`src/rtl/cache_line_ctrl.sv`:
```
// Miss sequencer and memory-port arbiter for a bank of cache_line instances.
// Picks the lowest-TTL victim on a global miss and sequences fills, flushes and flush-all.
module cache_line_ctrl #(
    parameter int ADDRBITS = 32,
    parameter int LSBBITS  = 7,
    parameter int TTLBITS  = 8,
    parameter int NLINES   = 4,
    parameter int IDXBITS  = 2
) (
    input  logic                        clk,
    input  logic                        reset,
    input  logic                        req_valid,
    input  logic [ADDRBITS-1:0]         req_addr,
    input  logic [NLINES-1:0]           line_miss,
    input  logic [NLINES-1:0]           line_ready,
    input  logic [NLINES-1:0]           line_dirty,
    input  logic [NLINES*TTLBITS-1:0]   line_ttl,
    output logic [NLINES-1:0]           line_fill,
    output logic [NLINES-1:0]           line_flush,
    output logic [ADDRBITS-1:0]         new_region,
    output logic [NLINES-1:0]           line_pause,
    output logic [IDXBITS-1:0]          mem_sel,
    input  logic                        mem_busy,
    input  logic                        flush_all_req,
    output logic                        flush_all_done,
    output logic                        ctrl_busy
);

    typedef enum logic [2:0] {
        IDLE, ISSUE, WAIT_DROP, WAIT_DONE, FA_SCAN, FA_ISSUE, FA_DROP, FA_WAIT
    } state_t;

    localparam logic [IDXBITS-1:0]  LAST_IDX    = IDXBITS'(NLINES - 1);
    localparam logic [ADDRBITS-1:0] REGION_MASK = {{(ADDRBITS-LSBBITS){1'b1}}, {LSBBITS{1'b0}}};

    state_t                 r_state;
    logic [IDXBITS-1:0]     r_mem_sel;
    logic [IDXBITS-1:0]     r_idx;
    logic [NLINES-1:0]      r_fill;
    logic [NLINES-1:0]      r_flush;
    logic [ADDRBITS-1:0]    r_new_region;
    logic                   r_done;
    logic                   r_busy;

    logic                   w_miss;
    logic [IDXBITS-1:0]     w_victim;
    logic [TTLBITS-1:0]     w_min_ttl;
    logic [NLINES-1:0]      w_victim_oh;
    logic [NLINES-1:0]      w_idx_oh;
    logic                   w_sel_ready;
    logic                   w_waiting;

    assign w_miss      = req_valid & (&line_miss) & (&line_ready);
    assign w_victim_oh = NLINES'(1) << w_victim;
    assign w_idx_oh    = NLINES'(1) << r_idx;
    assign w_sel_ready = line_ready[r_mem_sel];
    assign w_waiting   = r_state inside {WAIT_DROP, WAIT_DONE, FA_DROP, FA_WAIT};

    // Strict less-than keeps the lowest index on TTL ties.
    always_comb begin
        w_victim  = '0;
        w_min_ttl = line_ttl[0 +: TTLBITS];
        for (int unsigned i = 1; i < NLINES; i++) begin
            if (line_ttl[i*TTLBITS +: TTLBITS] < w_min_ttl) begin
                w_min_ttl = line_ttl[i*TTLBITS +: TTLBITS];
                w_victim  = IDXBITS'(i);
            end
        end
    end

    always_comb begin
        line_pause = '0;
        if (mem_busy && w_waiting) begin
            line_pause[r_mem_sel] = 1'b1;
        end
    end

    always_ff @(posedge clk) begin
        if (reset) begin
            r_state      <= IDLE;
            r_mem_sel    <= '0;
            r_idx        <= '0;
            r_fill       <= '0;
            r_flush      <= '0;
            r_new_region <= '0;
            r_done       <= 1'b0;
            r_busy       <= 1'b0;
        end else begin
            r_fill  <= '0;
            r_flush <= '0;
            r_done  <= 1'b0;
            case (r_state)
                // Command pulses are registered on entry so they are high exactly during ISSUE.
                IDLE: begin
                    if (w_miss) begin
                        r_state      <= ISSUE;
                        r_busy       <= 1'b1;
                        r_mem_sel    <= w_victim;
                        r_new_region <= req_addr & REGION_MASK;
                        r_fill       <= w_victim_oh;
                        if (line_dirty[w_victim]) begin
                            r_flush <= w_victim_oh;
                        end
                    end else if (flush_all_req) begin
                        r_state <= FA_SCAN;
                        r_busy  <= 1'b1;
                        r_idx   <= '0;
                    end
                end
                ISSUE: begin
                    r_state <= WAIT_DROP;
                end
                WAIT_DROP: begin
                    if (!w_sel_ready) begin
                        r_state <= WAIT_DONE;
                    end
                end
                WAIT_DONE: begin
                    if (w_sel_ready) begin
                        r_state <= IDLE;
                        r_busy  <= 1'b0;
                    end
                end
                FA_SCAN: begin
                    if (line_dirty[r_idx]) begin
                        r_state   <= FA_ISSUE;
                        r_mem_sel <= r_idx;
                        r_flush   <= w_idx_oh;
                    end else if (r_idx == LAST_IDX) begin
                        r_state <= IDLE;
                        r_busy  <= 1'b0;
                        r_done  <= 1'b1;
                    end else begin
                        r_idx <= r_idx + 1'b1;
                    end
                end
                FA_ISSUE: begin
                    r_state <= FA_DROP;
                end
                FA_DROP: begin
                    if (!w_sel_ready) begin
                        r_state <= FA_WAIT;
                    end
                end
                FA_WAIT: begin
                    if (w_sel_ready) begin
                        if (r_idx == LAST_IDX) begin
                            r_state <= IDLE;
                            r_busy  <= 1'b0;
                            r_done  <= 1'b1;
                        end else begin
                            r_state <= FA_SCAN;
                            r_idx   <= r_idx + 1'b1;
                        end
                    end
                end
                default: begin
                    r_state <= IDLE;
                    r_busy  <= 1'b0;
                end
            endcase
        end
    end

    assign line_fill      = r_fill;
    assign line_flush     = r_flush;
    assign new_region     = r_new_region;
    assign mem_sel        = r_mem_sel;
    assign flush_all_done = r_done;
    assign ctrl_busy      = r_busy;

endmodule
```
`config.mk`:
```
export PLATFORM = sky130hd
export DESIGN_NAME = cache_line_ctrl
export DESIGN_NICKNAME = d
export VERILOG_FILES = /design/src/rtl/cache_line_ctrl.sv
export SDC_FILE = /design/constraint.sdc
export NUM_CORES = 1
export LEC_CHECK = 0
export ABC_AREA = 1
export CAP_MARGIN = 10
export CORE_MARGIN = 1
export CORE_UTILIZATION = 32
export CTS_BUF_LIST = sky130_fd_sc_hd__clkbuf_2 sky130_fd_sc_hd__clkbuf_4 sky130_fd_sc_hd__clkbuf_8
export DETAILED_ROUTE_END_ITERATION = 12
export PLACE_DENSITY = 0.66
export SLEW_MARGIN = 20
export SYNTH_ARGS = -nofsm -noshare
export SYNTH_HDL_FRONTEND = slang
export SYNTH_SLANG_ARGS = --single-unit
export TNS_END_PERCENT = 5
```
`constraint.sdc`:
```
create_clock -name clk -period 13.65 [get_ports clk]
set_input_delay 2.73 -clock clk [delete_from_list [all_inputs] [get_ports clk]]
set_output_delay 2.73 -clock clk [all_outputs]
set_load 0.02 [all_outputs]
```
==> qor.csv <==
metric,value,unit
start_util,0.334,
drive_gt1_frac,0.0503,
ant_nets,0,
grt_pass1_wl,11.7,mm
worstReg2RegEnd,line_flush[0],
p_per_area,99.6,nW/µm²
setup_viol,0,
slowest_stage,clkdlybuf4s50_1,
cts.sinks,42,
outcome,"finished, final reports clean",
num_antenna_cells,0,
clk_pin_slew,80,ps
utilization,0.500,
globalRouteTotalUtil,0.168,
critical_path_peak_fanout,18,
crit_type,in2reg,
hold_violations,0,
whs,471,ps
post-route-cell-area,3900,µm²
vias,2776,
antenna_found_initial,0,
synth_cell_type_count,30,
cts_buffers,5,
first_pass_iters,4,
ys_ff_latch,42,
whs_endpoint,ctrl_busy,
cts_setup_buffers,0,
r2r_start,r_state[1],
overflow,0,
holdBufCountCts,0,
core,7810,µm²
rsz0062_at_grt,no,
routedWlPerCell,11.3,µm
chipHeight,92.2,µm
syn_area,2610,µm²
place_ws,6340,ps
cpPeakStageDelay,450,ps
fin_skew,8.94,ps
grt_pass1_vias,2735,
r2r_setup_slack,10890,ps
layout.nets,602,
rr_worst_depth,10,
cts_root_buffer,clkbuf_8,
fin_tns_setup,0,ps
rows,32,
fin_crit,6970,ps
p_leak,1.71,nW
place_area,3810,µm²
drt_wl_total,6.77,mm
drcViolationCount,0,
fp.dieW,92.2,µm
power.total,389,µW
hold_start,ctrl_busy,
cp-start-kind,primary input,
max_freq,143,MHz
clockBufferDepth,2,
cts_max_level,2,
slew_viol_final,0,
synth_warnings,0,
gp_congestion,0.851,
hpwl,5.38,mm
synth_cells,386,
setup_slack,6680,ps
ctsResizeCount,0,
vias_per_cell,4.63,
hold_path.class,reg2reg,
yosysSeqAreaShare,0.323,
arrival,7190,ps
area_growth,49.7,%
critPathBufInv,3,
ios,129,
die-area,8510,µm²
drt_iter0_markers,59,
crit_required,13860,ps
syn_avg_cell_area,6.75,µm²
worstSetupEndpointType,flop,
irDropWorstVdd,47.1,µV
grt_max_degree,36,
clkLatencyLatePin,290,ps
cpLargestDelayFamily,compound AO/OA/AOI/OAI gates,
hold-path-cell-count,2,
cts_tree,built,
post-route-period-util,0.511,
layoutNonFillerInstCount,599,
worst_slew_pin_slew,953,ps
portBuffers,114,
dp.cells,591,
cap_violations,0,
slew_headroom,0.361,
[placed cells by master, fill, tap and decap left out, drive strengths merged, types with 5 or more instances in the layout]
master and instances:
nand3 13, conb 7, dfxtp 42, o21ai 46, a21oi 21, ha 25, clkdlybuf4s50 114, clkbuf 5
nor3 10, nand2 76, nor2 78, inv 38
[Yosys cell counts (all sizes together)]
library cell   n  area share
o31ai          1      0.0029
inv           38       0.055
nor3          10       0.019
nand3         13       0.027
or2            1      0.0024
dfxtp         42        0.32
clkbuf        11       0.016
a21oi         21       0.040
nor4           1      0.0024
o21ai         46       0.088
a211oi         4       0.016
conb           1      0.0014
nand2         76        0.13
a31o           1      0.0034
a41oi          1      0.0034
ha            25        0.12
a22oi          1      0.0029
clkinv         2      0.0029
nand4          4      0.0096
nor2          78        0.11
buf            7       0.020
o21a           1      0.0029
a31oi          1      0.0024
[power breakdown]
| group | switching, mW | total [mW] | leakage (nW) | internal, mW |
|---|---|---|---|---|
| Combinational | 0.0973 | 0.169 | 1.33 | 0.0715 |
| Sequential | 0.00932 | 0.141 | 0.340 | 0.132 |
| Clock | 0.0429 | 0.0788 | 0.0441 | 0.0359 |
[worst max path at each step]
stage | cells after the start | start | to | slack [ps]
finish | 25 | line_ttl[7] | line_flush[0] | 6680
global route | 26 | line_ttl[7] | line_flush[0] | 6340
CTS | 25 | line_ttl[7] | line_flush[0] | 6640
detailed placement | 25 | line_ttl[7] | line_flush[0] | 6340
global placement | 25 | line_ttl[7] | line_flush[0] | 6460
floorplan | 27 | line_ttl[7] | line_flush[0] | 7230
[worst min-delay path, stage by stage (launching register included)]
cell     delay, ps
dfxtp_1        310
nand2_1         60
a21oi_1         50
[per-layer routing]
layer | track usage | part of all wire | up-vias
li1 | - | - | 1465
met2 | 0.313 | 0.49 | 90
met5 | 0 | 0 | -
met3 | 0.0365 | 0.064 | 8
met4 | 0.0495 | 0.017 | 0
met1 | 0.190 | 0.43 | 1213
[final cells by class]
type	instances	area, µm²
tap	102	128
inverter	40	150
multi-input combinational	292	1540
timing repair buffer	115	1150
clock inverter	3	21.3
fill	800	3910
sequential	42	841
clock buffer	5	68.8
[flip-flops by register name, indices dropped and copies added (netlist names)]
name and cells:
ctrl_busy 1, flush_all_done 1, line_fill 4, line_flush 4
mem_sel 2, new_region 25, r_idx 2, r_state 3
[kinds of logic (layout without fill, tap and decap cells)]
logic type,Yosys count,count (layout),share of synthesized area
other,1,7,0.00144
buffers and inverters,58,163,0.0936
AO/OA/AOI/OAI,77,77,0.163
AND/OR/NAND/NOR,183,183,0.300
adder cells (fa/ha/maj),25,25,0.120
flip-flops,42,42,0.323
Note: power is estimated with default switching activity, not from simulation.
